--- config.mk ---
export PLATFORM = sky130hd
export DESIGN_NAME = alu_arbiter
export DESIGN_NICKNAME = d
export VERILOG_FILES = /design/src/rtl/alu_pkg.sv /design/src/rtl/alu_core.sv /design/src/rtl/alu_arbiter.sv
export SDC_FILE = /design/constraint.sdc
export NUM_CORES = 1
export LEC_CHECK = 0
export ABC_AREA = 1
export CAP_MARGIN = 20
export CORE_MARGIN = 1
export CORE_UTILIZATION = 58
export DETAILED_ROUTE_END_ITERATION = 8
export PLACE_DENSITY = 0.89
export SLEW_MARGIN = 20
export SYNTH_ARGS = -nofsm -noshare
export SYNTH_HDL_FRONTEND = slang
export SYNTH_HIERARCHICAL = 1
export SYNTH_SLANG_ARGS = --single-unit
--- constraint.sdc ---
create_clock -name clk -period 4.35 [get_ports clk]
set_input_delay 0.87 -clock clk [delete_from_list [all_inputs] [get_ports clk]]
set_output_delay 0.87 -clock clk [all_outputs]
set_load 0.03 [all_outputs]
--- src/rtl/alu_pkg.sv ---
// Shared encodings for the arbitrated ALU: operation classes and R-type
// funct3/funct7 codes.
package alu_pkg;

  typedef enum logic [1:0] {
    ALU_ADD   = 2'b00,
    ALU_SUB   = 2'b01,
    ALU_RTYPE = 2'b10,
    ALU_NONE  = 2'b11
  } alu_op_e;

  localparam logic [2:0] F3_ADD = 3'b000;
  localparam logic [2:0] F3_SLL = 3'b001;
  localparam logic [2:0] F3_XOR = 3'b100;
  localparam logic [2:0] F3_SR  = 3'b101;
  localparam logic [2:0] F3_OR  = 3'b110;
  localparam logic [2:0] F3_AND = 3'b111;

  localparam logic [6:0] F7_BASE = 7'b0000000;
  localparam logic [6:0] F7_ALT  = 7'b0100000;

  localparam int SHAMT_W = 5;

endpackage

--- src/rtl/alu_core.sv ---
// Purely combinational ALU: decodes alu_op/funct3/funct7 and computes the
// result; undefined encodings yield zero.
module alu_core
  import alu_pkg::*;
#(
  parameter int DATA_WIDTH = 32
) (
  input  logic [1:0]            alu_op_i,
  input  logic [2:0]            funct3_i,
  input  logic [6:0]            funct7_i,
  input  logic [DATA_WIDTH-1:0] a_i,
  input  logic [DATA_WIDTH-1:0] b_i,
  output logic [DATA_WIDTH-1:0] result_o
);

  logic [SHAMT_W-1:0] shamt;

  assign shamt = b_i[SHAMT_W-1:0];

  // NOTE: result_o gets a default before the case so every path assigns it and no latch is inferred.
  always_comb begin
    result_o = '0;
    case (alu_op_e'(alu_op_i))
      ALU_ADD: result_o = a_i + b_i;
      ALU_SUB: result_o = a_i - b_i;
      ALU_RTYPE: begin
        case (funct3_i)
          F3_ADD: begin
            if (funct7_i == F7_BASE)     result_o = a_i + b_i;
            else if (funct7_i == F7_ALT) result_o = a_i - b_i;
          end
          F3_AND: result_o = a_i & b_i;
          F3_OR:  result_o = a_i | b_i;
          F3_XOR: result_o = a_i ^ b_i;
          F3_SLL: result_o = a_i << shamt;
          F3_SR: begin
            if (funct7_i == F7_BASE) result_o = a_i >> shamt;
            else                     result_o = DATA_WIDTH'($signed(a_i) >>> shamt);
          end
          default: result_o = '0;
        endcase
      end
      default: result_o = '0;
    endcase
  end

endmodule

--- src/rtl/alu_arbiter.sv ---
// Two-requester round-robin front end for a shared ALU, with a single
// registered response slot that can be drained and refilled in one cycle.
module alu_arbiter
  import alu_pkg::*;
#(
  parameter int DATA_WIDTH = 32
) (
  input  logic                  clk,
  input  logic                  rst_n,

  input  logic                  s0_valid,
  output logic                  s0_ready,
  input  logic [1:0]            s0_alu_op,
  input  logic [2:0]            s0_funct3,
  input  logic [6:0]            s0_funct7,
  input  logic [DATA_WIDTH-1:0] s0_op_a,
  input  logic [DATA_WIDTH-1:0] s0_op_b,

  input  logic                  s1_valid,
  output logic                  s1_ready,
  input  logic [1:0]            s1_alu_op,
  input  logic [2:0]            s1_funct3,
  input  logic [6:0]            s1_funct7,
  input  logic [DATA_WIDTH-1:0] s1_op_a,
  input  logic [DATA_WIDTH-1:0] s1_op_b,

  output logic                  rsp_valid,
  input  logic                  rsp_ready,
  output logic [DATA_WIDTH-1:0] rsp_result,
  output logic                  rsp_zero,
  output logic                  rsp_id
);

  logic                  rsp_valid_q, rsp_valid_d;
  logic [DATA_WIDTH-1:0] rsp_result_q, rsp_result_d;
  logic                  rsp_id_q, rsp_id_d;
  logic                  last_q, last_d;

  logic                  rsp_free;
  logic                  gnt0, gnt1, accept;
  logic [1:0]            sel_alu_op;
  logic [2:0]            sel_funct3;
  logic [6:0]            sel_funct7;
  logic [DATA_WIDTH-1:0] sel_a, sel_b, core_result;

  // The slot is free when empty or being drained this cycle; grants are
  // suppressed during reset so neither requester sees a phantom accept.
  assign rsp_free = !rsp_valid_q || rsp_ready;
  assign gnt0     = rst_n && rsp_free && s0_valid && (!s1_valid || last_q);
  assign gnt1     = rst_n && rsp_free && s1_valid && (!s0_valid || !last_q);
  assign accept   = gnt0 || gnt1;

  assign s0_ready = gnt0;
  assign s1_ready = gnt1;

  assign sel_alu_op = gnt1 ? s1_alu_op : s0_alu_op;
  assign sel_funct3 = gnt1 ? s1_funct3 : s0_funct3;
  assign sel_funct7 = gnt1 ? s1_funct7 : s0_funct7;
  assign sel_a      = gnt1 ? s1_op_a   : s0_op_a;
  assign sel_b      = gnt1 ? s1_op_b   : s0_op_b;

  alu_core #(.DATA_WIDTH(DATA_WIDTH)) u_core (
    .alu_op_i (sel_alu_op),
    .funct3_i (sel_funct3),
    .funct7_i (sel_funct7),
    .a_i      (sel_a),
    .b_i      (sel_b),
    .result_o (core_result)
  );

  always_comb begin
    rsp_valid_d  = rsp_valid_q;
    rsp_result_d = rsp_result_q;
    rsp_id_d     = rsp_id_q;
    last_d       = last_q;
    if (accept) begin
      rsp_valid_d  = 1'b1;
      rsp_result_d = core_result;
      rsp_id_d     = gnt1;
      last_d       = gnt1;
    end else if (rsp_ready) begin
      rsp_valid_d  = 1'b0;
    end
  end

  // NOTE: state registers use non-blocking assignments so every flop samples pre-edge values.
  always_ff @(posedge clk or negedge rst_n) begin
    if (!rst_n) begin
      rsp_valid_q  <= 1'b0;
      rsp_result_q <= '0;
      rsp_id_q     <= 1'b0;
      last_q       <= 1'b1;
    end else begin
      rsp_valid_q  <= rsp_valid_d;
      rsp_result_q <= rsp_result_d;
      rsp_id_q     <= rsp_id_d;
      last_q       <= last_d;
    end
  end

  assign rsp_valid  = rsp_valid_q;
  assign rsp_result = rsp_result_q;
  assign rsp_id     = rsp_id_q;
  assign rsp_zero   = (rsp_result_q == '0);

endmodule

==> results_dict.tcl, run 1 <==
set metrics [dict create \
    grt_max_degree 66 \
    place_inst 3401 \
    synth_common_cells "nand2_1, nand3_1, inv_1" \
    place_area_um2 17900 \
    numCtsBuffers 5 \
    cts.sinks 35 \
    grt_overflow_total 4 \
    synth.avg_cell_area_um2 5.09 \
    die_h_um 155 \
    endpoint_type "register data pin" \
    synth_top_cell_area_share_pct 30.8 \
    crit_endpoint "rsp_result[27]$_DFFE_PN0P_/D" \
    root_buffer "clkbuf_16" \
    gp_congestion 1.31 \
    synth_warnings 6 \
    die_width_um 155 \
    status "aborted with a tool error" \
    synth_area_um2 13600 \
    yosys_register_bits 35 \
    rows 55 \
    lastStage "global routing" \
    io_buffers 193 \
    yosysMostFrequentCell "nand2_1" \
    cts_hold_buffers 0 \
    synthArstFlopShare_pct 100 \
    track_usage_pct 70.7 \
    error "[ERROR GRT-0232] Routing congestion too high. Check the congestion heatmap in the GUI." \
    pin_count 194 \
    yosysSeqAreaShare_pct 6.44 \
    synth_top_flop_cell "dfrtp_1" \
    synth_area_leaders "nand2_1, nand3_1, ha_1" \
    synth_top_cell_by_area "nand2_1" \
    synth_cells 2680 \
    cts_max_level 2 \
    synth_cell_types 58 \
    start_util_pct 59.6 \
    clockBufferDepth 2 \
    synth_edf_count 0 \
    dp_hpwl_um 53900 \
    synth_nets 2935 \
]
==> through the flow <==
| step | setup TNS, ps | hold WS, ps | utilization (%) | setup slack, ps |
|---|---|---|---|---|
| CTS | 0 | 494 | 79.0 | 23.7 |
| detailed placement | -2940 | 480 | 78.2 | -311 |
| global placement | -570 | 454 | 78.2 | -202 |
| floorplan | 0 | 457 | - | 586 |
==> timing repair <==
item                                    4_1_cts
endpoints found under the setup margin        2
pin swaps                                     0
resized for setup                             3
buffers inserted                              0
==> layer usage <==
metal / GRT usage [%] / GRT overflow
met1: 71.7 / 0
met5: 27.7 / 0
met2: 85.4 / 1
met4: 67.0 / 3
met3: 58.2 / 0
==> kinds of logic after synthesis <==
group                      share of synthesized area, %
DFF                                                6.44
buffers and inverters                              15.3
AOI/OAI and AO/OA                                  12.8
adders and majority gates                          9.11
xor gates and xnor gates                           1.74
muxes                                            0.0735
and+or+nand+nor                                    54.6
==> run 2: changes to the inputs <==
Settings changed: CORE_UTILIZATION 58 to 40, PLACE_DENSITY 0.89 to not set, PLACE_DENSITY_LB_ADDON set to 0.15.
==> results_dict.tcl, run 2 <==
set metrics [dict create \
    status "completed" \
    final_cell_mix "nand2_1, buf_4, nand3_1" \
    yosys_register_bits 35 \
    cp_cell_sequence "clkdlybuf4s50_1 > nand2_1 > nand2_2 > inv_2 > nand2_4 > buf_16 > buf_6 > nand2_1 > nand2_1 > inv_2 > nor2_1 > inv_1 > o22ai_1 > a21oi_1 > buf_4 > nand2_1 > a21oi_1 > buf_4 > nand2_1 > nand2_1 > nand2_1 > nand2_1 > nand2_1" \
    root_buffer "clkbuf_16" \
    critical_path_buf_inv_count 8 \
    antenna_found_initial 2 \
    fin_cells 3729 \
    synth_nets 2935 \
    synth_top_cell_area_share_pct 30.8 \
    clock_latency_ps 290 \
    final.period_utilization_pct 97.3 \
    synth_common_cells "nand2_1, nand3_1, inv_1" \
    path_class "input port to flop" \
    fmax_mhz 236 \
    synth_area_leaders "nand2_1, nand3_1, ha_1" \
    clockBufferDepth 2 \
    synth.avg_cell_area_um2 5.09 \
    core_area_um2 33500 \
    rows 67 \
    die_h_um 187 \
    die_width_um 187 \
    firstDrtPassIters 9 \
    setup_viol 0 \
    synth_area_um2 13600 \
    power.leakage_nw 11.3 \
    endpoint_kind "flop" \
    final_common_cell "nand2_1" \
    cp.required_ps 4580 \
    pwr_density_cell_nw_per_um2 333 \
    antenna_left 0 \
    synth_warnings 6 \
    hold_depth 2 \
    drv_slew 0 \
    route.detailed.drc 0 \
    synthArstFlopShare_pct 100 \
    critPathMaxStageDelay_ps 500 \
    synth_edf_count 0 \
    drt-wirelength-per-cell_um 21.5 \
    cp_max_fo 28 \
    critPathArrivalTime_ps 4460 \
    yosysSeqAreaShare_pct 6.44 \
    place_inst 3703 \
    synth_top_cell_by_area "nand2_1" \
    largest_register_ffs 32 \
    r2r_cells 22 \
    fin_nets 3533 \
    hold_path.class "flop to flop" \
    pin_count 194 \
    finalHoldViolCount 0 \
    grt_max_degree 57 \
    drive_gt1_share_pct 23.6 \
    drt-total-wl_um 80300 \
    vias 20893 \
    max_slew.worst_pin.slew_ps 776 \
    place_area_um2 19400 \
    track_usage_pct 44.0 \
    crit_path_top_delay_cell "clkdlybuf4s50_1" \
    path_depth 23 \
    crit_top_cell "nand2_1" \
    routed_via_density 5.60 \
    cts_tree "done" \
    rsz0062_at_grt "yes" \
    cts_hold_buffers 0 \
    clock_skew_ps 11.4 \
    ir_worst_vdd_mv 0.293 \
    synth_cells 2680 \
    clk_pin_slew_worst_paths_ps 60 \
    grt_pass1_vias 19659 \
    crit_family "buffers and inverters" \
    numCtsBuffers 5 \
    final_area_um2 20400 \
    synth_top_flop_cell "dfrtp_1" \
    maxCapViolations 0 \
    whs_ps 485 \
    cts_max_level 2 \
    cts.sinks 35 \
    fill_cells 3390 \
    dp_hpwl_um 65700 \
    dieArea_um2 34800 \
    start_util_pct 40.6 \
    start_kind "input port" \
    grt_overflow_total 0 \
    synth_cell_types 58 \
    first_iter_violations 2641 \
    fin_util_pct 60.9 \
    post-route-min-period_ps 4230 \
    syn_to_final_growth_pct 50.0 \
    grt_pass1_wl_um 117000 \
    maxSlewHeadroom_pct 48.2 \
    io_buffers 193 \
    gp_congestion 1.18 \
    yosysMostFrequentCell "nand2_1" \
]
==> run 2: worst register-to-register path: stages, from the launching register on <==
cell     delay [ps]
dfstp_2         550
nand2_1          70
nand2_2          90
inv_2            50
nand2_4          90
buf_16          180
buf_6           210
nand2_1          80
nand2_1         130
inv_2            70
nor2_1          350
inv_1           360
o22ai_1         390
a21oi_1         120
buf_4           160
nand2_1         140
a21oi_1          80
buf_4           160
nand2_1          60
nand2_1          40
nand2_1         100
nand2_1          70
nand2_1          70
==> run 2: timing repair <==
item / in CTS / in global routing
setup endpoints to repair: 8 / 30
setup buffers: 0 / 14
pin swaps: 0 / 24
gates resized for setup: 7 / 173
gates cloned: 0 / 2
==> run 2: path summary, 6_finish.rpt <==
check                              start              to  slack, ps
max in group asynchronous          rst_n          last_q       2920
worst min register to register    rsp_id          rsp_id        490
worst max-delay path            s0_valid  rsp_result[19]        120
worst max register to register    last_q  rsp_result[19]        680
min in group asynchronous          rst_n       rsp_valid       1070
worst min-delay path              rsp_id          rsp_id        490
==> run 2: area by class of cell <==
| cell class | count | area (um2) | area share [%] |
|---|---|---|---|
| Sequential cell | 35 | 877 | 4.29 |
| Clock inverter | 3 | 43.8 | 0.214 |
| Tap cell | 448 | 561 | 2.74 |
| Antenna cell | 2 | 5.00 | 0.0245 |
| Inverter | 320 | 1210 | 5.94 |
| Clock buffer | 5 | 125 | 0.612 |
| Timing Repair Buffer | 726 | 6240 | 30.5 |
| Multi-Input combinational cell | 2190 | 11400 | 55.6 |
==> run 2: cells by family after synthesis <==
family	share of synthesized area, %
compound gates	12.8
fa+ha+maj	9.11
flops	6.44
xor+xnor	1.74
mux	0.0735
buf+inv	15.3
simple gates	54.6
==> run 2: power by group <==
group | internal, W | switching (W) | leakage [nW] | total (W)
Clock | 0.000271 | 0.000155 | 0.0838 | 0.000426
Combinational | 0.00234 | 0.00347 | 10.7 | 0.00581
Sequential | 0.000445 | 0.000130 | 0.452 | 0.000575
==> run 2: metal layers <==
metal  GRT usage, %  wire length (um)  share of wire, %  vias to the layer above
li1               -                 -                 -                     9659
met1           55.9             31400                39                     9510
met2           65.3             32300                40                     1444
met3           14.8             11400                14                      278
met4           23.9              5130               6.4                        2
met5              0                12             0.015                        -
==> run 2: stage by stage <==
step	TNS [ps]	setup WS, ps	total power [W]
2_1_floorplan	0	586	0.00328
3_3_place_gp	-5540	-607	0.00580
3_5_place_dp	-6690	-644	0.00586
4_1_cts	0	10.4	0.00631
5_1_grt	-293	-64.0	0.00718
6_report	0	115	0.00681
Power figures use the tool's default switching activity.
==> run 3: changes to the inputs <==
Settings changed: ABC_AREA 1 to not set, SLEW_MARGIN 20 to 5.
==> results_dict.tcl, run 3 <==
set metrics [dict create \
    setup_viol 18 \
    synth_edf_count 0 \
    cts_tree "done" \
    drt-total-wl_um 64300 \
    clock_skew_ps 7.90 \
    cp.required_ps 4530 \
    final_common_cell "buf_4" \
    fin_util_pct 68.7 \
    antenna_found_initial 0 \
    rows 62 \
    antenna_cells 0 \
    grt_pass1_wl_um 93900 \
    rsz0062_at_grt "yes" \
    start_kind "input port" \
    cts.sinks 35 \
    pin_count 194 \
    synthArstFlopShare_pct 100 \
    fmax_mhz 215 \
    reg2reg_slack_ps -80 \
    startpoint "rsp_ready" \
    grt_pass1_vias 15667 \
    synth_top_cell_area_share_pct 10.2 \
    clockBufferDepth 2 \
    critPathArrivalTime_ps 4830 \
    synth_top_flop_cell "dfrtp_1" \
    status "finished with violations" \
    power.leakage_nw 9.02 \
    drt-wirelength-per-cell_um 23.9 \
    max_slew.worst_pin.slew_ps 982 \
    dp_hpwl_um 50000 \
    yosys_register_bits 35 \
    path_class "input port to flop" \
    root_buffer "clkbuf_16" \
    final_cell_mix "buf_4, clkdlybuf4s50_1, nand2_1" \
    whs_ps 477 \
    cp_max_fo 5 \
    hold_depth 1 \
    cts_hold_buffers 0 \
    firstDrtPassIters 7 \
    fin_cells 2688 \
    track_usage_pct 40.8 \
    violations "negative setup slack" \
    die_h_um 174 \
    finalWorstSetupSlack_ps -302 \
    grt_overflow_total 0 \
    first_iter_violations 1889 \
    r2r_cells 20 \
    dieArea_um2 30100 \
    min_to "rsp_id" \
    numCtsBuffers 5 \
    yosysSeqAreaShare_pct 7.45 \
    clock_latency_ps 300 \
    die_width_um 174 \
    io_buffers 193 \
    synth_area_um2 11800 \
    drive_gt1_share_pct 42.1 \
    antenna_left 0 \
    grt_max_degree 66 \
    synth_cell_types 91 \
    synth_common_cells "a21oi_1, nand2_1, nor2_1" \
    routed_via_density 6.00 \
    yosysMostFrequentCell "a21oi_1" \
    gp_congestion 1.03 \
    core_area_um2 28900 \
    final.period_utilization_pct 107 \
    r2r-end "rsp_result[31]" \
    maxSlewHeadroom_pct 32.9 \
    synth.avg_cell_area_um2 7.18 \
    worstHoldStart "rsp_id" \
    clk_pin_slew_worst_paths_ps 70 \
    synth_area_leaders "ha_1, mux2_2, mux2i_1" \
    synth_nets 1894 \
    finalHoldViolCount 0 \
    syn_to_final_growth_pct 68.5 \
    maxCapViolations 0 \
    post-route-min-period_ps 4650 \
    place_inst 2623 \
    hold_path.class "flop to flop" \
    synth_cells 1639 \
    endpoint_kind "flop" \
    p_total_w 0.00569 \
    ir_worst_vdd_mv 0.197 \
    pwr_density_cell_nw_per_um2 287 \
    fill_cells 2446 \
    synth_warnings 6 \
    r2r-start "last_q" \
    route.detailed.drc 0 \
    fin_nets 2558 \
    synth_top_cell_by_area "ha_1" \
    cts_max_level 2 \
    vias 16124 \
    largest_register_ffs 32 \
    start_util_pct 40.8 \
    drv_slew 0 \
]
run 3: per-stage QoR:
step	worst slack (ps)	setup TNS [ps]	area, um2
2_1_floorplan	-406	-3590	11900
3_5_place_dp	-1180	-27470	17800
6_report	-302	-2360	19800
4_1_cts	-252	-2400	19200
5_1_grt	-353	-3790	19800
3_3_place_gp	-1150	-26120	17800
run 3: worst max-delay path by stage:
stage	cells past startpoint	endpoint
after floorplan	22	rsp_result[24]
after global placement	17	rsp_result[10]
after detailed placement	18	rsp_result[10]
after CTS	22	rsp_result[31]
after global routing	21	rsp_result[31]
final	21	rsp_result[31]
run 3: report_power, final:
part	internal [W]	switching (W)
combinational	0.00224	0.00244
clock	0.000274	0.000179
sequential	0.000444	0.000119
total	0.00296	0.00273
run 3: repair_timing:
item	CTS	global route
setup endpoints to repair	32	31
buffers inserted	40	16
hold endpoints to repair	0	0
gates resized for setup	183	155
cloned	6	0
pin swaps	48	67
run 3: cell families (layout without fill, tap and decap cells):
family	after synthesis	in the layout	share of synthesized area [%]
simple gates	416	416	15.8
fa+ha+maj	98	98	10.5
buf+inv	262	927	9.23
compound gates	572	572	32.1
flops	35	35	7.45
xor+xnor	37	37	2.75
mux	219	219	22.1
run 3: final cells by class:
cell class,count,area [um2],share of cell area [%]
clock inverter,3,47.5,0.240
sequential,35,877,4.42
clock buffer,5,125,0.631
multi-input combinational,1342,11000,55.3
timing repair buffer,787,6790,34.2
inverter,132,546,2.75
tap,384,480,2.42
run 3: layer usage:
metal | up-vias | GRT usage (%) | share of wire (%)
li1 | 7329 | - | -
met1 | 7658 | 50.1 | 39
met2 | 922 | 68.5 | 46
met3 | 215 | 5.33 | 8.0
met4 | 0 | 23.4 | 7.0
met5 | - | 0 | 0
run 3: worst max-delay path: stages:
cell and delay [ps]:
buf_6 60, nand2b_4 120, nand4_4 200, buf_12 230
mux2_4 330, inv_4 90, buf_12 100, ha_4 190
a211oi_1 420, buf_4 210, o211ai_1 170, nand3_2 150
a21oi_2 80, o221a_4 240, a31oi_2 180, buf_4 160
o21ai_2 60, mux2_2 280, a221oi_1 290, o21ai_1 110
mux2_4 270
